==> config.mk <==
export PLATFORM = sky130hd
export DESIGN_NAME = if_fetch_stage
export DESIGN_NICKNAME = d
export VERILOG_FILES = /design/src/rtl/if_fetch_stage.sv
export SDC_FILE = /design/constraint.sdc
export NUM_CORES = 1
export LEC_CHECK = 0
export BUFFER_PORTS_ARGS = -buffer_cell sky130_fd_sc_hd__buf_2
export CAP_MARGIN = 20
export CORE_ASPECT_RATIO = 1.2
export CORE_MARGIN = 2
export CORE_UTILIZATION = 57
export DETAILED_ROUTE_END_ITERATION = 7
export PLACE_DENSITY = 0.81
export SLEW_MARGIN = 20
export SYNTH_ARGS = -nofsm -noshare
export SYNTH_HDL_FRONTEND = slang
export SYNTH_SLANG_ARGS = --single-unit
==> constraint.sdc <==
create_clock -name clk -period 3.1 [get_ports clk]
set_clock_uncertainty 0.05 [all_clocks]
set_input_delay 0 -clock clk [delete_from_list [all_inputs] [get_ports clk]]
set_output_delay 0 -clock clk [all_outputs]
set_load 0.005 [all_outputs]
==> src/rtl/if_fetch_stage.sv <==
// Instruction-fetch stage: owns the PC, issues one outstanding imem request and fills IF/ID.
// Define IF_PERF_CNT_EN to add the fetched/bubble performance counter outputs.
module if_fetch_stage #(
    parameter logic [31:0] RESET_PC = 32'h0000_0000
) (
    input  logic        clk,
    input  logic        rst,
    output logic        o_IF_imem_req,
    output logic [31:0] o_IF_imem_addr,
    input  logic        i_IF_imem_ack,
    input  logic [31:0] i_IF_imem_rdata,
    input  logic        i_IF_ctrl_Stall,
    input  logic        i_IF_ctrl_Redirect,
    input  logic [31:0] i_IF_data_Target,
    output logic [31:0] o_ID_data_instruction,
    output logic        o_ID_data_valid,
    output logic [31:0] o_EX_data_PCNext
`ifdef IF_PERF_CNT_EN
    ,
    output logic [31:0] o_IF_perf_Fetched,
    output logic [31:0] o_IF_perf_Bubble
`endif
);

    typedef enum logic [1:0] {StReq, StFull, StDrop} state_e;

    state_e      state_q, state_d;
    logic [31:0] pc_q, pc_d;
    logic [31:0] pending_q, pending_d;
    logic [31:0] instr_q, instr_d;
    logic [31:0] pcnext_q, pcnext_d;
    logic        valid_q, valid_d;
    logic [31:0] skid_instr_q, skid_instr_d;
    logic [31:0] skid_pcnext_q, skid_pcnext_d;

    logic [31:0] target_al;
    logic [31:0] pc_plus4;
    logic        slot_free;
    logic        load_valid;

    assign target_al = i_IF_data_Target & 32'hFFFF_FFFC;
    assign pc_plus4  = pc_q + 32'd4;
    assign slot_free = !valid_q || !i_IF_ctrl_Stall;

    // The request is suppressed while rst is high, whatever the stale state.
    assign o_IF_imem_req         = !rst && (state_q == StReq || state_q == StDrop);
    assign o_IF_imem_addr        = pc_q;
    assign o_ID_data_instruction = instr_q;
    assign o_ID_data_valid       = valid_q;
    assign o_EX_data_PCNext      = pcnext_q;

    always_comb begin
        state_d       = state_q;
        pc_d          = pc_q;
        pending_d     = pending_q;
        instr_d       = instr_q;
        pcnext_d      = pcnext_q;
        valid_d       = valid_q;
        skid_instr_d  = skid_instr_q;
        skid_pcnext_d = skid_pcnext_q;
        load_valid    = 1'b0;

        // Default bubble when ID consumes and nothing new arrives.
        if (!i_IF_ctrl_Stall) begin
            valid_d = 1'b0;
            instr_d = 32'h0;
        end

        unique case (state_q)
            StReq: begin
                if (i_IF_imem_ack && !i_IF_ctrl_Redirect) begin
                    pc_d = pc_plus4;
                    if (slot_free) begin
                        instr_d    = i_IF_imem_rdata;
                        pcnext_d   = pc_plus4;
                        valid_d    = 1'b1;
                        load_valid = 1'b1;
                    end else begin
                        skid_instr_d  = i_IF_imem_rdata;
                        skid_pcnext_d = pc_plus4;
                        state_d       = StFull;
                    end
                end else if (i_IF_imem_ack && i_IF_ctrl_Redirect) begin
                    pc_d = target_al;
                end else if (i_IF_ctrl_Redirect) begin
                    pending_d = target_al;
                    state_d   = StDrop;
                end
            end
            StFull: begin
                if (i_IF_ctrl_Redirect) begin
                    skid_instr_d  = 32'h0;
                    skid_pcnext_d = 32'h0;
                    pc_d          = target_al;
                    state_d       = StReq;
                end else if (!i_IF_ctrl_Stall) begin
                    instr_d    = skid_instr_q;
                    pcnext_d   = skid_pcnext_q;
                    valid_d    = 1'b1;
                    load_valid = 1'b1;
                    state_d    = StReq;
                end
            end
            StDrop: begin
                // A redirect coinciding with the ack is the most recent target.
                if (i_IF_imem_ack) begin
                    pc_d    = i_IF_ctrl_Redirect ? target_al : pending_q;
                    state_d = StReq;
                end else if (i_IF_ctrl_Redirect) begin
                    pending_d = target_al;
                end
            end
            default: state_d = StReq;
        endcase

        if (i_IF_ctrl_Redirect) begin
            valid_d    = 1'b0;
            instr_d    = 32'h0;
            pcnext_d   = 32'h0;
            load_valid = 1'b0;
        end
    end

    always_ff @(posedge clk) begin
        if (rst) begin
            state_q       <= StReq;
            pc_q          <= RESET_PC & 32'hFFFF_FFFC;
            pending_q     <= 32'h0;
            instr_q       <= 32'h0;
            pcnext_q      <= 32'h0;
            valid_q       <= 1'b0;
            skid_instr_q  <= 32'h0;
            skid_pcnext_q <= 32'h0;
        end else begin
            state_q       <= state_d;
            pc_q          <= pc_d;
            pending_q     <= pending_d;
            instr_q       <= instr_d;
            pcnext_q      <= pcnext_d;
            valid_q       <= valid_d;
            skid_instr_q  <= skid_instr_d;
            skid_pcnext_q <= skid_pcnext_d;
        end
    end

`ifdef IF_PERF_CNT_EN
    logic [31:0] fetched_q, fetched_d;
    logic [31:0] bubble_q, bubble_d;

    always_comb begin
        fetched_d = fetched_q;
        bubble_d  = bubble_q;
        if (load_valid) begin
            fetched_d = fetched_q + 32'd1;
        end
        if (!i_IF_ctrl_Stall && !valid_d) begin
            bubble_d = bubble_q + 32'd1;
        end
    end

    always_ff @(posedge clk) begin
        if (rst) begin
            fetched_q <= 32'h0;
            bubble_q  <= 32'h0;
        end else begin
            fetched_q <= fetched_d;
            bubble_q  <= bubble_d;
        end
    end

    assign o_IF_perf_Fetched = fetched_q;
    assign o_IF_perf_Bubble  = bubble_q;
`endif

endmodule

# Word level (Yosys, flattened, before mapping)
# Index checks and enable logic that the tools add are counted.
# word_totals
ff_bits	195
latchBits	0
ram_bits	0
mem_bits_ro	0
out_inout_bits	98
wordCells	83
mem_count	0
# op_classes
add_sub_neg	1
mul	0
div_mod_pow	0
order_cmp	0
n_eq_ne	16
shift	0
n_mux	39
bitwise_logic	0
n_reduce_logical	19
# ops
operator	count
32-bit two-way mux	20
32-bit one-hot mux with 2 select lines	5
32-bit one-hot mux with 3 select lines	1
32-bit by 3-bit adder with 32-bit output (second input constant)	1
2-bit != test (second input constant)	8
4-bit AND reduction	4
2-bit two-way mux	7
3-bit != test (second input constant)	3
2-bit one-hot mux with 3 select lines	1
5-bit AND reduction	1
1-bit zero test	4
1-bit two-way mux	4
2-bit nonzero test	2
1-bit logical AND	3
3-bit by 1-bit != test with 1-bit output (second input constant)	1
3-bit by 2-bit != test with 1-bit output (second input constant)	1
3-bit nonzero test	1
2-bit by 1-bit equality test with 1-bit output (second input constant)	1
2-bit equality test (second input constant)	1
2-bit zero test	1
1-bit logical OR	2
2-bit by 1-bit != test with 1-bit output (second input constant)	1
1-bit one-hot mux with 2 select lines	1
2-bit OR reduction	1

# Logic depth before layout (Yosys ltp)
# Gate-level depths: netlist of run 1.
# logic_depth
ltp_word	5
mapped_depth	11
mapped_depth_nobuf	7

# Worst setup path before layout of run 1
# Ideal clock, no wire load.
# synth_path
path_kind	register to register
from	register state_q[0]
to	register pc_q[12], in the netlist o_IF_imem_addr[12]
setup_ns	0.136
arrival_ns	1.994
slack_ns	0.921
path_stages_with_launch	11
path_buffers	4
synth_period_minus_slack_ns	2.179
cell_sequence	dfxtp_1 > inv_1 > ha_1 > buf_2 > o21ba_2 > or3_1 > clkbuf_1 > buf_2 > buf_2 > a2bb2oi_1 > o32ai_1
# synth_via
elab_chain_cells	3
elab_cells_between_ends	9
# synth_rtl
element	line	rtl
from (decl)	27	state_e state_q, state_d;
from (signal assigned)	126	state_q <= StReq;
from (signal assigned)	135	state_q <= state_d;
2-bit by 1-bit equality test with 1-bit output (tied with other cells)	69	unique case (state_q)
2-bit != test (no source line) (tied with other cells)	-	
4-bit AND reduction (no source line)	-	
to (signal assigned)	127	pc_q <= RESET_PC & 32'hFFFF_FFFC;
to (signal assigned)	136	pc_q <= pc_d;
to (decl)	28	logic [31:0] pc_q, pc_d;
# Several ways; a longest one is shown, not always the timed one.
# A chain may end at the register's enable or synchronous reset.

# Worst setup path after layout of run 1
# layout_path
from	register state_q[0]
to	register pending_q[17]
# layout_via
elab_chain_cells	3
elab_cells_between_ends	8
# layout_rtl
element	line	rtl
2-bit equality test / 2-bit zero test (equally long branches)	69	
2-bit != test (no source line) / 2-bit nonzero test (equally long branches)	-	
4-bit AND reduction (no source line)	-	
to (signal assigned)	137	pending_q <= pending_d;
to (decl)	29	logic [31:0] pending_q, pending_d;
# Several ways; a longest one is shown, not always the timed one.

==> impl_results.md, run 1 <==
- Site Rows: 52
- Post-synth top flop: dfxtp_1
- Crit path DAT: 2.91 ns
- Synth-to-layout area growth: 23.3%
- Gr ovfl total: 0
- Via count: 10,100
- Setup_tns: 0 ns
- Slowest-stage cell, CP: dlygate4sd3_1
- Reg2reg path depth: 7
- Delay of the slowest cell on the worst path: 0.58 ns
- Crit path cell chain: inv_1, ha_1, o21ba_2, and2_2, nand2_1, a21oi_1, dlygate4sd3_1
- Die height: 147 um
- Postcts setup bufs: 0
- Relative slew slack: 46.6%
- Die X: 123 um
- Post-synthesis average cell area: 7.92 um^2
- Detailed Route WL: 29,700 um
- Worst Hold Endpoint: o_ID_data_valid$_SDFF_PP0_
- Hold_sp: i_IF_imem_ack
- Critical path's top delay family: simple AND/OR/NAND/NOR gates
- Largest net degree at the start of global routing: 66
- TritonCTS Buffers: 17
- Min cycle time layout: 2.59 ns
- Fillers: 1,332
- Critical Path RT: 3.43 ns
- Synth warn: 0
- Syn Nets: 1,294
- Final slew viol count: 0
- Slew @ Worst Pin: 0.801 ns
- Async SR Flop Fraction: 0%
- Num Clock Sinks: 195
- # IOs: 167
- Number of global-route vias before repair: 9,354
- Antenna violations before repair: 0
- CP max FO: 32
- CTS resizes: 0
- Clk buf depth: 2
- CP startpoint kind: flop
- CTS tree: yes
- Clock latency on the worst-skew pair: 0.43 ns
- Pre-antenna DRT Iters: 7
- Post-place setup slack: 0.563 ns
- Core area: 16,700 um^2
- Drt wl/cell: 18.3 um
- Synth Register Bits: 195
- Cells after synthesis: 1,220
- # hold bufs at CTS: 77
- Die Footprint: 18,000 um^2
- Final period util: 83.4%
- Ant. Diodes: 0
- Critical Path End Type: flop
- Buffers plus inverters on the worst setup path: 2
- Final hold vios: 0
- Synth top area share: 40.4%
- Commonest cells post-synth: dfxtp_1, nand2_1, nor2_1
- Worst Hold Slack: 0.0362 ns
- Antenna Nets Post-Route: 0
- Reg2reg setup slack: 0.51 ns
- Final Setup Violations: 0
- RR Startpoint: state_q[0]$_SDFFE_PP0P_
- Vias/cell: 6.21
- Worst min path class: input port to flop
- Max-Cap Viols: 0
- Starting Density: 57.8%
- Share of layout cells above drive strength 1: 19.2%
- CTS clk-pin slew, worst paths: 0.07 ns
- First-pass GRT wire length: 46,800 um
- Library cells used by synthesis: 70
- Top cell type by total area after synthesis: dfxtp_1
- Final setup margin: 0.514 ns
- Drt drc: 0
- Peak supply drop: 0.000397 V
- Max Clk Rate: 0.387 GHz
- Sequential area share after synthesis: 40.4%
- Number of H-tree levels: 4
- Nets@finish: 1,475
- Top-count cell post-synth: dfxtp_1
- GRT Resource Usage Total: 32.3%
- Clk root buf: clkbuf_16
- Synth area leaders: dfxtp_1, nand2_1, a21oi_1, nor2_1, mux2_2
- Port Buffers: 164
- WHS Path Cells: 3
- Pwr Density: 493 nW/um^2
- Final HPWL DP: 18,700 um
- Crit Path Class: flop to flop
- Lkg Pwr: 4.81 nW
- Routability cong.: 0.900
- EDFF count, synth: 0
- Core Util, Final: 71.2%
- Status: completed
- DRT iter0 DRCs: 939
- Crit Reg-Reg Endpoint: pending_q[17]$_SDFFE_PP0P_
- RSZ-0062 raised after global routing: false
- Post-Syn Area: 9660 um^2
[how the worst max path moves through the flow]
stage               slack, ns                               to  cells after the start               startpoint
finish                   0.51       pending_q[17]$_SDFFE_PP0P_                      7  state_q[0]$_SDFFE_PP0P_
global route             0.32       pending_q[31]$_SDFFE_PP0P_                      7  state_q[0]$_SDFFE_PP0P_
CTS                      0.54  o_IF_imem_addr[26]$_SDFFE_PP0P_                      8  state_q[0]$_SDFFE_PP0P_
detailed placement       0.56  o_IF_imem_addr[26]$_SDFFE_PP0P_                      8  state_q[0]$_SDFFE_PP0P_
global placement         0.68  o_IF_imem_addr[25]$_SDFFE_PP0P_                      8  state_q[0]$_SDFFE_PP0P_
floorplan                0.92  o_IF_imem_addr[12]$_SDFFE_PP0P_                     10  state_q[0]$_SDFFE_PP0P_
[cells by family after synthesis]
logic type | share of synthesized area [%]
DFF | 40.4
xor gates and xnor gates | 1.90
buffers and inverters | 4.96
AOI/OAI and AO/OA | 21.9
and+or+nand+nor | 24.5
muxes | 5.65
adders and majority gates | 0.648
[metal layers]
layer  vias up  track usage (%)  share of wire (%)
li1       4771                -                  -
met1      4777             41.6                 41
met5         -                0                  0
met4         0             12.0                2.5
met3        64             6.56                7.6
met2       467             53.0                 49
[worst register-to-register path, cell delays in order, from the launching register on]
cell           delay (ns)
dfxtp_1              0.34
inv_1                0.09
ha_1                 0.35
o21ba_2              0.25
and2_2               0.57
nand2_1              0.14
a21oi_1              0.16
dlygate4sd3_1        0.58
[registers in the layout, indices dropped and copies added, names as in the netlist]
name                   cells
o_ID_data_instruction     32
skid_pcnext_q             32
o_IF_imem_addr            32
skid_instr_q              32
state_q                    2
o_ID_data_valid            1
o_EX_data_PCNext          32
pending_q                 32
[stage by stage]
stage / power [mW] / cell area (um^2) / cells
floorplan: 3.25 / 9660 / 1220
global placement: 3.53 / 10600 / 1521
detailed placement: 3.55 / 10600 / 1521
CTS: 5.86 / 11900 / 1623
global route: 6.08 / 11900 / 1623
finish: 5.87 / 11900 / 1623
[where the power goes]
group | internal [mW] | switching (mW)
Combinational | 0.370 | 0.526
Sequential | 2.59 | 0.118
Clock | 1.34 | 0.927
[cells in the final DEF (no fill, tap or decap), drive strengths merged, types with 5 or more instances in the layout]
master and instances:
o21ai 51, o31ai 5, xnor2 9, o22ai 5, dlygate4sd3 77, o32ai 7
and2 5, inv 8, nor2b 5, a22o 8, or3 6, nand4 15
nand2 190, and3 48, a31oi 42, nor4 14, nand3 61, clkbuf 19
xor2 12, mux2i 14, a221o 6, a211oi 22, nor2 109, buf 195
o31a 5, mux2 36, o211ai 9, nor3 23, and4 7, a22oi 19
o21a 6, a21oi 103, a2bb2oi 5, dfxtp 195, a221oi 6, ha 5
[area by class of cell]
class | count | area, um^2 | share of cell area [%]
Clock buffer | 19 | 443 | 3.72
Clock inverter | 6 | 135 | 1.13
Inverter | 9 | 33.8 | 0.284
Multi-Input combinational cell | 906 | 5300 | 44.5
Sequential cell | 195 | 3900 | 32.8
Tap cell | 216 | 270 | 2.27
Timing Repair Buffer | 272 | 1830 | 15.3
Power figures use the tool's default switching activity.
==> run 2: changes to the inputs <==
CORE_UTILIZATION = 51   (was 57)
PLACE_DENSITY = 0.77   (was 0.81)
clock period = 2.3 ns   (was 3.1 ns; I/O delays follow)
==> run 2 against run 1 <==
  * Die area grew 11%
  * Combinational power grew 45%
  * Non-clock buffer count grew 26
  * Via count shrank 0.39%
  * Critical path depth shrank 2
  * Core utilization shrank 5.7 points
  * Setup slack lost 0.45 ns
  * Sequential power grew 34%
  * Final cell count grew 4.5%
  * Hold slack lost 0.016 ns
  * Sequential cell count is the same
  * Register-to-register slack lost 0.45 ns
==> impl_results.md, run 2 (synthesis results as in run 1) <==
- Status: completed
- Starting Density: 51.6%
- Critical path depth: 5
- Pre-antenna DRT Iters: 7
- RSZ-0062 raised after global routing: false
- Core area: 18,700 um^2
- Number of global-route vias before repair: 9,261
- Clock Power Share: 38.9%
- Ant. Diodes: 0
- Synth-to-layout area growth: 27.0%
- CP startpoint: o_IF_imem_addr[12]$_SDFFE_PP0P_
- TritonCTS Buffers: 17
- CTS tree: yes
- Gr ovfl total: 0
- Number of H-tree levels: 4
- Die height: 155 um
- Nets@finish: 1,501
- Clock latency on the worst-skew pair: 0.45 ns
- Crit path cell chain: nand4_2, nor4_2, nand4_1, xnor2_1, o211ai_1
- CP startpoint kind: flop
- Num Clock Sinks: 195
- Final slew viol count: 0
- Pwr Density: 657 nW/um^2
- Critical path's top delay family: simple AND/OR/NAND/NOR gates
- Critical Path RT: 2.58 ns
- Crit Path Class: flop to flop
- Setup_tns: 0 ns
- Site Rows: 55
- Max Clk Rate: 0.447 GHz
- RR Startpoint: o_IF_imem_addr[12]$_SDFFE_PP0P_
- # IOs: 167
- Antenna violations before repair: 0
- Clk root buf: clkbuf_16
- GRT Resource Usage Total: 28.9%
- Buffers plus inverters on the worst setup path: 0
- Relative slew slack: 52.9%
- Post-DP Area: 11,000 um^2
- First-pass GRT wire length: 46,900 um
- Final hold vios: 0
- Max-Cap Viols: 0
- Lkg Pwr: 4.98 nW
- Most frequent cells in the layout: dfxtp_1, nand2_1, buf_2
- Routability cong.: 0.915
- Detailed Route WL: 29,500 um
- Worst Hold Slack: 0.0204 ns
- Drt drc: 0
- Fillers: 1,600
- Critical Path End Type: flop
- Core Util, Final: 65.5%
- Die Footprint: 20,100 um^2
- Share of layout cells above drive strength 1: 22.4%
- Vias/cell: 5.92
- Final Setup Violations: 0
- Via count: 10,000
- Final HPWL DP: 19,900 um
- Die X: 130 um
- Port Buffers: 164
- CP max FO: 7
- Slew @ Worst Pin: 0.703 ns
- DRT iter0 DRCs: 802
- Clk buf depth: 2
- Delay of the slowest cell on the worst path: 0.51 ns
- WHS Path Cells: 4
- Slowest-stage cell, CP: dfxtp_1
- Min cycle time layout: 2.24 ns
- Worst min path class: input port to flop
- Design Area, Final: 12,300 um^2
- Seq pwr share: 44.9%
- Comb pwr share: 16.2%
- P_int: 5.64 mW
- Reg2reg path depth: 5
- Crit path DAT: 2.52 ns
- Hold_sp: i_IF_imem_ack
- Final period util: 97.3%
- CTS clk-pin slew, worst paths: 0.08 ns
- Antenna Nets Post-Route: 0
- Largest net degree at the start of global routing: 49
- Commonest non-fill, non-tap cell in the layout: dfxtp_1
- Drt wl/cell: 17.4 um
- Peak supply drop: 0.000578 V
- Net Sw Power: 2.42 mW
- Sw Ratio: 30.0%
run 2: worst reg2reg max path, stage by stage (launching register included):
cell	delay, ns
dfxtp_1	0.51
nand4_2	0.27
nor4_2	0.39
nand4_1	0.37
xnor2_1	0.40
o211ai_1	0.14
run 2: layout make-up:
| cell class | instances | area [um^2] | share of cell area [%] |
|---|---|---|---|
| timing repair buffer | 298 | 2060 | 16.8 |
| clock buffer | 17 | 425 | 3.47 |
| multi-input combinational | 906 | 5310 | 43.3 |
| sequential | 195 | 3910 | 31.9 |
| inverter | 9 | 33.8 | 0.275 |
| tap | 256 | 320 | 2.61 |
| clock inverter | 15 | 205 | 1.67 |
run 2: metrics by stage:
stage	setup WS (ns)	instances	power, mW
floorplan	0.121	1220	4.37
global placement	0.0631	1598	4.85
detailed placement	-0.0336	1599	4.87
CTS	0.0716	1695	8.06
global route	0.00451	1696	8.37
finish	0.0624	1696	8.05
run 2: power by group through the flow:
stage	registers [mW]	clock network, mW	logic [mW]
2_1_floorplan	3.67	0	0.704
3_3_place_gp	3.69	0	1.16
3_5_place_dp	3.69	0	1.18
4_1_cts	3.61	3.17	1.27
5_1_grt	3.63	3.33	1.41
6_report	3.62	3.14	1.30
run 2: final timing paths:
check        slack [ns]                           endpoint
max                0.06  o_EX_data_PCNext[27]$_SDFFE_PP0P_
min                0.02         o_ID_data_valid$_SDFF_PP0_
max reg2reg        0.06  o_EX_data_PCNext[27]$_SDFFE_PP0P_
min reg2reg        0.40     skid_pcnext_q[20]$_SDFFE_PP0P_
run 2: metal layers:
| metal | GRT usage, % | routed length (um) | up-vias |
|---|---|---|---|
| met5 | 0 | 0 | - |
| met4 | 10.8 | 691 | 0 |
| met3 | 5.78 | 2190 | 58 |
| met2 | 47.9 | 14100 | 433 |
| met1 | 37.1 | 12500 | 4723 |
| li1 | - | - | 4826 |
run 2: timing repair:
item | CTS | global route
gates resized for setup | 2 | 5
hold endpoints to repair | 118 | 0
buffers inserted | 0 | 1
pin swaps | 0 | 1
endpoints found under the setup margin | 5 | 18
hold buffers | 64 | 0
